[src/rtl/accumulator_seg_pkg.sv]
// Shared constants for the segmented accumulator: default geometry and wrap counter width.
// Optional wrap counter is enabled by ACC_SEG_WRAP_COUNT_EN.
package acc_seg_pkg;

  localparam int ACC_SEG_DEF_SEG_WIDTH = 4;
  localparam int ACC_SEG_DEF_NSEG      = 4;
  localparam int ACC_SEG_DEF_ADD_WIDTH = 1;
  localparam int ACC_SEG_WRAP_CNT_W    = 8;

endpackage

[src/rtl/accumulator_seg_slice.sv]
// One accumulator segment: segment register plus its registered carry-out.
// Latency: one edge from carry_in/add_in to seg and carry_out; no backpressure.
module acc_seg_slice
  import acc_seg_pkg::*;
#(
  parameter int SEG_WIDTH = ACC_SEG_DEF_SEG_WIDTH
) (
  input  logic                 clk,
  input  logic                 rst_n,
  input  logic                 clr,
  input  logic                 load,
  input  logic [SEG_WIDTH-1:0] load_value,
  input  logic                 carry_in,
  input  logic [SEG_WIDTH-1:0] add_in,
  output logic [SEG_WIDTH-1:0] seg,
  output logic                 carry_out
);

  // add_in and carry_in are never both nonzero, but the sum fits SEG_WIDTH+1 bits either way
  logic [SEG_WIDTH:0] sum;

  assign sum = {1'b0, seg} + {1'b0, add_in} + {{SEG_WIDTH{1'b0}}, carry_in};

  always_ff @(posedge clk or negedge rst_n) begin
    if (!rst_n) begin
      seg       <= '0;
      carry_out <= 1'b0;
    end else if (clr) begin
      seg       <= '0;
      carry_out <= 1'b0;
    end else if (load) begin
      seg       <= load_value;
      carry_out <= 1'b0;
    end else begin
      seg       <= sum[SEG_WIDTH-1:0];
      carry_out <= sum[SEG_WIDTH];
    end
  end

endmodule

[src/rtl/accumulator_seg.sv]
// Accumulator with a pipelined, registered carry chain between segments; one-segment critical path.
// Carry from seg0 reaches seg[i] i edges later; optional wrap_count under ACC_SEG_WRAP_COUNT_EN.
module accumulator_seg
  import acc_seg_pkg::*;
#(
  parameter int SEG_WIDTH = ACC_SEG_DEF_SEG_WIDTH,
  parameter int NSEG      = ACC_SEG_DEF_NSEG,
  parameter int ADD_WIDTH = ACC_SEG_DEF_ADD_WIDTH
) (
  input  logic                      clk,
  input  logic                      rst_n,
  input  logic                      en,
  input  logic [ADD_WIDTH-1:0]      add_value,
  input  logic                      clr,
  input  logic                      load,
  input  logic [SEG_WIDTH*NSEG-1:0] load_value,
  output logic [SEG_WIDTH*NSEG-1:0] data,
  output logic                      msb,
  output logic                      settled,
`ifdef ACC_SEG_WRAP_COUNT_EN
  output logic [ACC_SEG_WRAP_CNT_W-1:0] wrap_count,
`endif
  output logic                      wrap
);

  localparam int ACC_WIDTH = SEG_WIDTH * NSEG;

  logic [NSEG-1:0]      carry;
  logic [SEG_WIDTH-1:0] add0;

  assign add0 = en ? SEG_WIDTH'(add_value) : '0;

  for (genvar i = 0; i < NSEG; i++) begin : g_seg
    if (i == 0) begin : g_lsb
      acc_seg_slice #(.SEG_WIDTH(SEG_WIDTH)) u_slice (
        .clk        (clk),
        .rst_n      (rst_n),
        .clr        (clr),
        .load       (load),
        .load_value (load_value[i*SEG_WIDTH +: SEG_WIDTH]),
        .carry_in   (1'b0),
        .add_in     (add0),
        .seg        (data[i*SEG_WIDTH +: SEG_WIDTH]),
        .carry_out  (carry[i])
      );
    end else begin : g_upper
      acc_seg_slice #(.SEG_WIDTH(SEG_WIDTH)) u_slice (
        .clk        (clk),
        .rst_n      (rst_n),
        .clr        (clr),
        .load       (load),
        .load_value (load_value[i*SEG_WIDTH +: SEG_WIDTH]),
        .carry_in   (carry[i-1]),
        .add_in     ('0),
        .seg        (data[i*SEG_WIDTH +: SEG_WIDTH]),
        .carry_out  (carry[i])
      );
    end
  end

  // The top slice's carry register is the wrap pulse, not a pending carry
  assign wrap    = carry[NSEG-1];
  assign settled = ~|carry[NSEG-2:0];
  assign msb     = data[ACC_WIDTH-1];

`ifdef ACC_SEG_WRAP_COUNT_EN
  always_ff @(posedge clk or negedge rst_n) begin
    if (!rst_n) begin
      wrap_count <= '0;
    end else if (clr) begin
      wrap_count <= '0;
    end else if (wrap && (wrap_count != '1)) begin
      wrap_count <= wrap_count + ACC_SEG_WRAP_CNT_W'(1);
    end
  end
`endif

endmodule

[config.mk]
export PLATFORM = sky130hd
export DESIGN_NAME = accumulator_seg
export DESIGN_NICKNAME = d
export VERILOG_FILES = /design/src/rtl/accumulator_seg_pkg.sv /design/src/rtl/accumulator_seg_slice.sv /design/src/rtl/accumulator_seg.sv
export SDC_FILE = /design/constraint.sdc
export NUM_CORES = 1
export LEC_CHECK = 0
export ABC_CLOCK_PERIOD_IN_PS = 3530
export CORE_ASPECT_RATIO = 1.2
export CORE_UTILIZATION = 46
export DETAILED_ROUTE_END_ITERATION = 6
export GPL_ROUTABILITY_DRIVEN = 0
export PLACE_DENSITY = 0.87
export SYNTH_ARGS = -nofsm -noshare
export SYNTH_HDL_FRONTEND = slang
export SYNTH_SLANG_ARGS = --single-unit
[constraint.sdc]
create_clock -name clk -period 3.53 [get_ports clk]
set_clock_uncertainty 0.05 [all_clocks]
set_input_delay 0.706 -clock clk [delete_from_list [all_inputs] [get_ports clk]]
set_output_delay 0.706 -clock clk [all_outputs]
set_load 0.005 [all_outputs]
After elaboration in Yosys (flattened, before gate mapping)
Cells that the tools add are included.
{"block": "totals", "reg_bits": 20, "inputBits": 22, "elab_cells": 31}
{"block": "classes", "add_sub_neg": 4, "n_mux": 17, "reduce_logical": 2}
{"operator": "$mux 4", "n": 8}
{"operator": "$add 4x1->5", "n": 4}
{"operator": "$mux 1", "n": 9}
{"operator": "$reduce_or 3->1", "n": 1}
{"operator": "$logic_not 1->1", "n": 1}

Logic depth before layout (Yosys ltp)
Gate-level depths: netlist of run 1.
{"block": "logic_depth", "depth_word": 4, "depth_mapped": 5}

By module
Synthesis of run 1 repeated with hierarchy kept, for this count alone.
{"block": "unflattened", "cells_unflattened": 144, "hier_area_um2": 1443.9}
{"module": "acc_seg_slice", "n_inst": 4, "cells_each": 35, "area_each_um2": 354.1}
{"module": "accumulator_seg", "n_inst": 1, "cells_each": 4, "area_each_um2": 27.5}

Worst setup path after synthesis of run 1
OpenSTA, ideal clock, no wires.
{"block": "synth_timing", "kind": "in2reg", "startpoint": "input port en", "endpoint": "register g_seg[0].g_lsb.u_slice.seg[2]", "setup_ps": 94, "t_arrival_ps": 1551, "path_slack_ps": 1835, "path_stages": 5, "n_path_buf": 0, "cell_sequence": "and2_1 -> ha_1 -> ha_1 -> xnor2_1 -> a211oi_1"}
{"block": "synth_via", "elab_chain_len": 4}
{"item": "start, declared", "line_no": "accumulator_seg.sv:12", "source": "input logic en,"}
{"item": "$mux 1", "line_no": "accumulator_seg.sv:31", "source": "assign add0 = en ? SEG_WIDTH'(add_value) : '0;"}
{"item": "$add 4x1->5", "line_no": "accumulator_seg_slice.sv:22", "source": "assign sum = {1'b0, seg} + {1'b0, add_in} + {{SEG_WIDTH{1'b0}}, carry_in};"}
{"item": "$mux 4", "line_no": "accumulator_seg_slice.sv:31", "source": "end else if (load) begin"}
{"item": "$mux 4", "line_no": "accumulator_seg_slice.sv:28", "source": "end else if (clr) begin"}
{"item": "end signal, assigned", "line_no": "accumulator_seg_slice.sv:32", "source": "seg <= load_value;"}
{"item": "end signal, assigned", "line_no": "accumulator_seg_slice.sv:35", "source": "seg <= sum[SEG_WIDTH-1:0];"}
{"item": "end, declared", "line_no": "accumulator_seg_slice.sv:15", "source": "output logic [SEG_WIDTH-1:0] seg,"}
No other way between the ends.

Worst setup path in the final report of run 1
{"block": "layout_timing", "startpoint": "input port load", "endpoint": "register g_seg[0].g_lsb.u_slice.seg[2]"}
{"block": "layout_via", "elab_chain_len": 2}
{"item": "start, declared", "line_no": "accumulator_seg.sv:15", "source": "input logic load,"}
{"item": "$mux 4", "line_no": "accumulator_seg_slice.sv:31"}
{"item": "$mux 4", "line_no": "accumulator_seg_slice.sv:28"}
No other way between the ends.

==> results of run 1 <==
[flip-flops by register name (all words and copies together) (netlist names)]
| register | flops |
|---|---|
| g_seg.g_upper.u_slice.carry_out | 3 |
| g_seg.g_lsb.u_slice.carry_out | 1 |
| g_seg.g_lsb.u_slice.seg | 4 |
| g_seg.g_upper.u_slice.seg | 12 |
[through the flow]
| stage | area (sq um) | power [mW] | instances | hold WS [ps] |
|---|---|---|---|---|
| finish | 1500 | 0.455 | 157 | 564 |
| global placement | 1480 | 0.351 | 154 | 538 |
| global route | 1500 | 0.481 | 157 | 610 |
| detailed placement | 1480 | 0.355 | 154 | 538 |
| CTS | 1500 | 0.459 | 157 | 566 |
| floorplan | 1090 | 0.297 | 90 | 360 |
[Yosys cell counts]
cell | number | share of area (%)
sky130_fd_sc_hd__nor2b_1 | 10 | 5.7
sky130_fd_sc_hd__mux2i_1 | 8 | 7.4
sky130_fd_sc_hd__and3_1 | 4 | 2.3
sky130_fd_sc_hd__a311oi_1 | 4 | 3.2
sky130_fd_sc_hd__dfrtp_1 | 20 | 46
sky130_fd_sc_hd__and4_1 | 4 | 3.2
sky130_fd_sc_hd__buf_6 | 2 | 2.1
sky130_fd_sc_hd__a211oi_1 | 4 | 2.8
sky130_fd_sc_hd__nor3_1 | 1 | 0.46
sky130_fd_sc_hd__inv_1 | 1 | 0.34
sky130_fd_sc_hd__a2111oi_2 | 4 | 5.5
sky130_fd_sc_hd__buf_4 | 3 | 2.1
sky130_fd_sc_hd__xnor2_1 | 4 | 3.2
sky130_fd_sc_hd__clkbuf_1 | 1 | 0.34
sky130_fd_sc_hd__ha_1 | 8 | 9.2
sky130_fd_sc_hd__and2_1 | 1 | 0.58
sky130_fd_sc_hd__nor2_1 | 9 | 3.1
sky130_fd_sc_hd__nor2b_4 | 2 | 2.5
[per-layer routing]
| layer | vias up | GRT usage, % | share of wire, % |
|---|---|---|---|
| li1 | 402 | - | - |
| met1 | 400 | 25.5 | 40 |
| met2 | 31 | 33.9 | 53 |
| met3 | 4 | 3.92 | 5.5 |
| met4 | 0 | 7.56 | 1.8 |
| met5 | - | 0 | 0 |
[cells by family (layout without fill, tap and decap cells)]
kind of cell | Yosys count | after routing | synth area share (%)
compound gates | 12 | 12 | 11.5
simple gates | 31 | 31 | 17.9
buf+inv | 7 | 44 | 4.83
mux | 8 | 8 | 7.36
flops | 20 | 20 | 46.0
fa+ha+maj | 8 | 8 | 9.20
xor+xnor | 4 | 4 | 3.22
[power groups by stage]
stage | Clock [mW] | Combinational (mW) | Sequential [mW]
after CTS | 0.109 | 0.0979 | 0.253
after global placement | 0 | 0.0947 | 0.256
after detailed placement | 0 | 0.0976 | 0.257
final | 0.106 | 0.0962 | 0.252
after global routing | 0.120 | 0.106 | 0.255
after floorplan | 0 | 0.0409 | 0.256
[worst paths after layout]
kind	start	endpoint	slack, ps	depth (start not counted)
worst max register to register	g_seg[0].g_lsb.u_slice.seg[0]	g_seg[0].g_lsb.u_slice.seg[2]	2130	4
worst max-delay path	load	g_seg[0].g_lsb.u_slice.seg[2]	1230	3
worst min register to register	g_seg[1].g_upper.u_slice.seg[3]	g_seg[1].g_upper.u_slice.carry_out	560	1
max in group asynchronous	rst_n	g_seg[1].g_upper.u_slice.seg[0]	2060	1
min in group asynchronous	rst_n	g_seg[0].g_lsb.u_slice.carry_out	840	1
worst min-delay path	g_seg[1].g_upper.u_slice.seg[3]	g_seg[1].g_upper.u_slice.carry_out	560	1
[cell type report]
class                           instances  area (sq um)
Multi-Input combinational cell         63           536
Fill cell                             179           639
Clock buffer                            3          22.5
Inverter                                1          3.75
Tap cell                               30          37.5
Timing Repair Buffer                   40           400
Sequential cell                        20           500
[worst max-delay path: stages]
cell and delay (ps):
sky130_fd_sc_hd__clkdlybuf4s50_1 1140, sky130_fd_sc_hd__inv_1 270, sky130_fd_sc_hd__a211oi_1 320
==> flow_results.xml, run 1 <==
<?xml version="1.0" encoding="UTF-8"?>
<metrics>
  <group name="worst_setup_path">
    <metric name="worst_setup_path_start_kind" unit="">primary input</metric>
    <metric name="cp-end-kind" unit="">flip-flop</metric>
    <metric name="crit_fanout" unit="">26</metric>
    <metric name="worst_path_required_time" unit="ps">3670</metric>
    <metric name="worst-setup-path-type" unit="">in2reg</metric>
    <metric name="cp.arrival" unit="ps">2440</metric>
  </group>
  <group name="power">
    <metric name="power_report.internal_total" unit="uW">341</metric>
    <metric name="clock_share_of_power" unit="%">23.4</metric>
    <metric name="power.static_leakage" unit="nW">0.682</metric>
    <metric name="irDropWorstVdd" unit="mV">0.194</metric>
    <metric name="sw_frac_of_total" unit="%">25.0</metric>
    <metric name="net_switching_power" unit="uW">114</metric>
    <metric name="power_density" unit="nW/um^2">303</metric>
    <metric name="combPwrFrac" unit="%">21.1</metric>
    <metric name="power.sequential.fraction" unit="%">55.5</metric>
  </group>
  <group name="global_routing">
    <metric name="first_pass_grt_wire_length" unit="mm">3.91</metric>
    <metric name="first_global_vias" unit="">933</metric>
    <metric name="pin_count_of_the_biggest_net_entering_global_routing" unit="">27</metric>
    <metric name="overall_global_routing_resource_usage" unit="%">20.6</metric>
    <metric name="overflow" unit="">0</metric>
    <metric name="initial_antenna_violation_count" unit="">0</metric>
  </group>
  <group name="finish">
    <metric name="final_core_utilization" unit="%">70.1</metric>
    <metric name="layout.cells.most_common" unit="">sky130_fd_sc_hd__clkdlybuf4s50_1</metric>
    <metric name="nNetsFinal" unit="">159</metric>
    <metric name="area_delta_synth_final" unit="%">37.8</metric>
    <metric name="n_antenna_cell" unit="">0</metric>
    <metric name="ratio_of_cells_with_drive_above_1_in_the_final_layout" unit="%">7.09</metric>
    <metric name="final_cell_mix" unit="">sky130_fd_sc_hd__clkdlybuf4s50_1 (40), sky130_fd_sc_hd__dfrtp_1 (20), sky130_fd_sc_hd__nor2b_1 (10)</metric>
  </group>
  <group name="routing">
    <metric name="post-route-drc-count" unit="">0</metric>
    <metric name="drt-pass1-iter-count" unit="">2</metric>
    <metric name="count_of_routing_violations_after_the_opening_detailed_route_iteration" unit="">4</metric>
    <metric name="wl_per_cell" unit="um">14.2</metric>
    <metric name="antenna_left" unit="">0</metric>
    <metric name="drt_wl_total" unit="mm">2.24</metric>
    <metric name="vias" unit="">837</metric>
    <metric name="viasPerCell" unit="">5.33</metric>
  </group>
  <group name="yosys">
    <metric name="synth.distinct_cells" unit="">18</metric>
    <metric name="yosysWarnings" unit="">0</metric>
    <metric name="netlist_instances" unit="">90</metric>
    <metric name="synth.cell_area" unit="sq um">1090</metric>
    <metric name="seq_area_frac_synth" unit="%">46.0</metric>
    <metric name="synth.ff_latch_count" unit="">20</metric>
    <metric name="synthesis.nets" unit="">120</metric>
    <metric name="synthesized_area_divided_by_synthesized_cell_count" unit="sq um">12.1</metric>
  </group>
  <group name="clock_tree">
    <metric name="cts_setup_buffers" unit="">0</metric>
    <metric name="cts_repair_resize_count" unit="">0</metric>
    <metric name="cts_root_buf" unit="">sky130_fd_sc_hd__clkbuf_4</metric>
    <metric name="cts-htree-levels" unit="">1</metric>
    <metric name="cts.path.max_buffers" unit="">2</metric>
    <metric name="worst_setup_hold_path_clk_slew" unit="ps">110</metric>
    <metric name="number_of_clock_sinks" unit="">20</metric>
    <metric name="cts_buffers" unit="">3</metric>
    <metric name="worstSkewPairLatency" unit="ps">300</metric>
    <metric name="cts_tree" unit="">built</metric>
    <metric name="holdBufCountCts" unit="">0</metric>
  </group>
  <group name="timing">
    <metric name="final_critical_path_setup_slack" unit="ps">1230</metric>
    <metric name="report.final.setup_viol" unit="">0</metric>
    <metric name="hold_viol" unit="">0</metric>
    <metric name="max_freq" unit="GHz">0.435</metric>
    <metric name="slew_worst_pin" unit="ps">1020</metric>
    <metric name="timing.final.crit_share" unit="%">65.1</metric>
    <metric name="headroom_to_the_max_slew_limit" unit="%">32.0</metric>
    <metric name="rsz0062_at_grt" unit="">no</metric>
    <metric name="finalWorstPathRequiredPeriod" unit="ps">2300</metric>
    <metric name="setup_total_negative_slack" unit="ps">0</metric>
    <metric name="final-max-slew-violation-count" unit="">0</metric>
  </group>
  <group name="die">
    <metric name="chipHeight" unit="um">55.3</metric>
    <metric name="die_area" unit="sq um">2570</metric>
    <metric name="io_pins" unit="">41</metric>
    <metric name="dieWidth" unit="um">46.4</metric>
    <metric name="starting_utilization_of_the_core_area" unit="%">50.9</metric>
    <metric name="placementRows" unit="">18</metric>
    <metric name="core_region_area" unit="sq um">2140</metric>
  </group>
  <group name="run">
    <metric name="maxCapViolCount" unit="">0</metric>
  </group>
  <group name="worst_hold_path">
    <metric name="min_path_type" unit="">reg2reg</metric>
  </group>
  <group name="placed_design">
    <metric name="post-dp-hpwl" unit="mm">1.69</metric>
    <metric name="preCtsSetupSlack" unit="ps">904</metric>
    <metric name="i_o_buffers" unit="">40</metric>
  </group>
  <group name="outcome">
    <metric name="outcome" unit="">completed</metric>
  </group>
</metrics>
No activity file was read; power rests on OpenSTA's default activity.
==> inputs of run 2 (changes only) <==
--- a/config.mk
+++ b/config.mk
@@ -5,12 +5,12 @@
 export SDC_FILE = /design/constraint.sdc
 export NUM_CORES = 1
 export LEC_CHECK = 0
-export ABC_CLOCK_PERIOD_IN_PS = 3530
+export ABC_CLOCK_PERIOD_IN_PS = 2300
 export CORE_ASPECT_RATIO = 1.2
-export CORE_UTILIZATION = 46
+export CORE_UTILIZATION = 43
 export DETAILED_ROUTE_END_ITERATION = 6
 export GPL_ROUTABILITY_DRIVEN = 0
-export PLACE_DENSITY = 0.87
+export PLACE_DENSITY = 0.82
 export SYNTH_ARGS = -nofsm -noshare
 export SYNTH_HDL_FRONTEND = slang
 export SYNTH_SLANG_ARGS = --single-unit
==> constraint.sdc (replaced) <==
create_clock -name clk -period 2.3 [get_ports clk]
set_clock_uncertainty 0.05 [all_clocks]
set_input_delay 0.46 -clock clk [delete_from_list [all_inputs] [get_ports clk]]
set_output_delay 0.46 -clock clk [all_outputs]
set_load 0.005 [all_outputs]
==> flow_results.xml, run 2 (synthesis results as in run 1) <==
<?xml version="1.0" encoding="UTF-8"?>
<metrics>
  <group name="routing">
    <metric name="vias" unit="">857</metric>
    <metric name="antenna_left" unit="">0</metric>
    <metric name="post-route-drc-count" unit="">0</metric>
    <metric name="count_of_routing_violations_after_the_opening_detailed_route_iteration" unit="">16</metric>
    <metric name="drt_wl_total" unit="mm">2.27</metric>
    <metric name="viasPerCell" unit="">5.29</metric>
    <metric name="wl_per_cell" unit="um">14.0</metric>
    <metric name="drt-pass1-iter-count" unit="">4</metric>
  </group>
  <group name="finish">
    <metric name="final_cell_mix" unit="">sky130_fd_sc_hd__clkdlybuf4s50_1 (40), sky130_fd_sc_hd__dfrtp_1 (20), sky130_fd_sc_hd__nor2b_1 (10)</metric>
    <metric name="layout.cells.most_common" unit="">sky130_fd_sc_hd__clkdlybuf4s50_1</metric>
    <metric name="layout_top_registers" unit="">g_seg.g_upper.u_slice.seg: 12 flops, g_seg.g_lsb.u_slice.seg: 4 flops, g_seg.g_upper.u_slice.carry_out: 3 flops</metric>
    <metric name="largest_register_ffs" unit="">12</metric>
    <metric name="nNetsFinal" unit="">162</metric>
    <metric name="largest_register" unit="">g_seg.g_upper.u_slice.seg</metric>
    <metric name="final_core_utilization" unit="%">65.3</metric>
    <metric name="n_antenna_cell" unit="">0</metric>
    <metric name="ratio_of_cells_with_drive_above_1_in_the_final_layout" unit="%">9.92</metric>
    <metric name="area_delta_synth_final" unit="%">41.3</metric>
  </group>
  <group name="outcome">
    <metric name="outcome" unit="">completed</metric>
  </group>
  <group name="run">
    <metric name="maxCapViolCount" unit="">0</metric>
  </group>
  <group name="worst_setup_path">
    <metric name="crit_fanout" unit="">2</metric>
    <metric name="cp.arrival" unit="ps">1440</metric>
    <metric name="worst_path_required_time" unit="ps">1790</metric>
    <metric name="worst-setup-path-type" unit="">reg2out</metric>
    <metric name="worst_setup_path_start_kind" unit="">flip-flop</metric>
    <metric name="cp-end-kind" unit="">primary output</metric>
  </group>
  <group name="power">
    <metric name="irDropWorstVdd" unit="mV">0.311</metric>
    <metric name="net_switching_power" unit="uW">179</metric>
    <metric name="clock_share_of_power" unit="%">27.3</metric>
    <metric name="power.sequential.fraction" unit="%">52.3</metric>
    <metric name="power_density" unit="nW/um^2">482</metric>
    <metric name="sw_frac_of_total" unit="%">24.2</metric>
    <metric name="power_report.internal_total" unit="uW">562</metric>
    <metric name="power.static_leakage" unit="nW">0.704</metric>
    <metric name="combPwrFrac" unit="%">20.4</metric>
  </group>
  <group name="timing">
    <metric name="final_critical_path_setup_slack" unit="ps">353</metric>
    <metric name="fin_worst_hold_slack" unit="ps">443</metric>
    <metric name="timing.final.crit_share" unit="%">84.6</metric>
    <metric name="slew_worst_pin" unit="ps">313</metric>
    <metric name="final-max-slew-violation-count" unit="">0</metric>
    <metric name="report.final.setup_viol" unit="">0</metric>
    <metric name="setup_total_negative_slack" unit="ps">0</metric>
    <metric name="max_freq" unit="GHz">0.514</metric>
    <metric name="rsz0062_at_grt" unit="">no</metric>
    <metric name="hold_viol" unit="">0</metric>
    <metric name="finalWorstPathRequiredPeriod" unit="ps">1950</metric>
    <metric name="headroom_to_the_max_slew_limit" unit="%">79.0</metric>
  </group>
  <group name="global_routing">
    <metric name="first_pass_grt_wire_length" unit="mm">3.87</metric>
    <metric name="first_global_vias" unit="">920</metric>
    <metric name="initial_antenna_violation_count" unit="">0</metric>
    <metric name="overflow" unit="">0</metric>
    <metric name="overall_global_routing_resource_usage" unit="%">19.9</metric>
    <metric name="pin_count_of_the_biggest_net_entering_global_routing" unit="">27</metric>
  </group>
  <group name="die">
    <metric name="starting_utilization_of_the_core_area" unit="%">46.3</metric>
    <metric name="dieWidth" unit="um">47.9</metric>
    <metric name="chipHeight" unit="um">57.1</metric>
    <metric name="io_pins" unit="">41</metric>
    <metric name="placementRows" unit="">19</metric>
    <metric name="die_area" unit="sq um">2740</metric>
    <metric name="core_region_area" unit="sq um">2350</metric>
  </group>
  <group name="placed_design">
    <metric name="preCtsSetupSlack" unit="ps">292</metric>
    <metric name="post-dp-hpwl" unit="mm">1.75</metric>
    <metric name="i_o_buffers" unit="">40</metric>
  </group>
  <group name="clock_tree">
    <metric name="cts_buffers" unit="">3</metric>
    <metric name="number_of_clock_sinks" unit="">20</metric>
    <metric name="cts_repair_resize_count" unit="">0</metric>
    <metric name="cts-htree-levels" unit="">1</metric>
    <metric name="holdBufCountCts" unit="">0</metric>
    <metric name="cts_tree" unit="">built</metric>
    <metric name="cts_root_buf" unit="">sky130_fd_sc_hd__clkbuf_4</metric>
    <metric name="cts_setup_buffers" unit="">0</metric>
    <metric name="worstSkewPairLatency" unit="ps">300</metric>
    <metric name="cts.path.max_buffers" unit="">2</metric>
    <metric name="worst_setup_hold_path_clk_slew" unit="ps">110</metric>
  </group>
  <group name="worst_hold_path">
    <metric name="min_path_type" unit="">in2async</metric>
  </group>
</metrics>
run 2: cell count changes in the layout (fill, tap and decap cells not counted):
cell | previous run | this run
sky130_fd_sc_hd__clkbuf_8 | 0 | 1
sky130_fd_sc_hd__buf_4 | 0 | 3
run 2: worst paths after layout:
kind	start	end	slack (ps)	cells past startpoint
max	g_seg[1].g_upper.u_slice.carry_out	settled	350	2
min in group clk	g_seg[2].g_upper.u_slice.seg[3]	g_seg[2].g_upper.u_slice.carry_out	580	1
min	rst_n	g_seg[0].g_lsb.u_slice.seg[3]	440	2
min reg2reg	g_seg[2].g_upper.u_slice.seg[3]	g_seg[2].g_upper.u_slice.carry_out	580	1
max reg2reg	g_seg[1].g_upper.u_slice.seg[0]	g_seg[1].g_upper.u_slice.seg[2]	940	4
max in group asynchronous	rst_n	g_seg[3].g_upper.u_slice.seg[1]	1550	2
run 2: metal layers:
layer | global-route usage [%] | vias to the layer above | wire, um
met3 | 2.85 | 4 | 107
met5 | 0 | - | 0
li1 | - | 410 | -
met4 | 8.33 | 0 | 28
met2 | 32.0 | 33 | 1160
met1 | 25.7 | 410 | 971
run 2: stage by stage:
| stage | power [mW] | area (sq um) | cells |
|---|---|---|---|
| after floorplan | 0.456 | 1090 | 90 |
| after global placement | 0.542 | 1500 | 158 |
| after detailed placement | 0.548 | 1500 | 158 |
| after CTS | 0.748 | 1540 | 162 |
| after global routing | 0.784 | 1540 | 162 |
| final | 0.741 | 1540 | 162 |
run 2: area by class of cell:
cell class,instances,area [sq um]
fillers,193,816
inverters,1,3.75
clock buffers,4,36.3
multi-input cells,63,536
well taps,31,38.8
flip-flops and latches,20,500
repair buffers,43,423
run 2: worst max-delay path: stages, from the launching register on:
cell                              delay [ps]
sky130_fd_sc_hd__dfrtp_1                 420
sky130_fd_sc_hd__nor3_1                  190
sky130_fd_sc_hd__clkdlybuf4s50_1         530
run 2: power groups by stage:
| stage | logic [mW] | clock network (mW) | registers (mW) |
|---|---|---|---|
| after detailed placement | 0.153 | 0 | 0.394 |
| after floorplan | 0.0628 | 0 | 0.393 |
| after global routing | 0.168 | 0.226 | 0.391 |
| after global placement | 0.149 | 0 | 0.394 |
| final | 0.151 | 0.202 | 0.387 |
| after CTS | 0.154 | 0.206 | 0.388 |
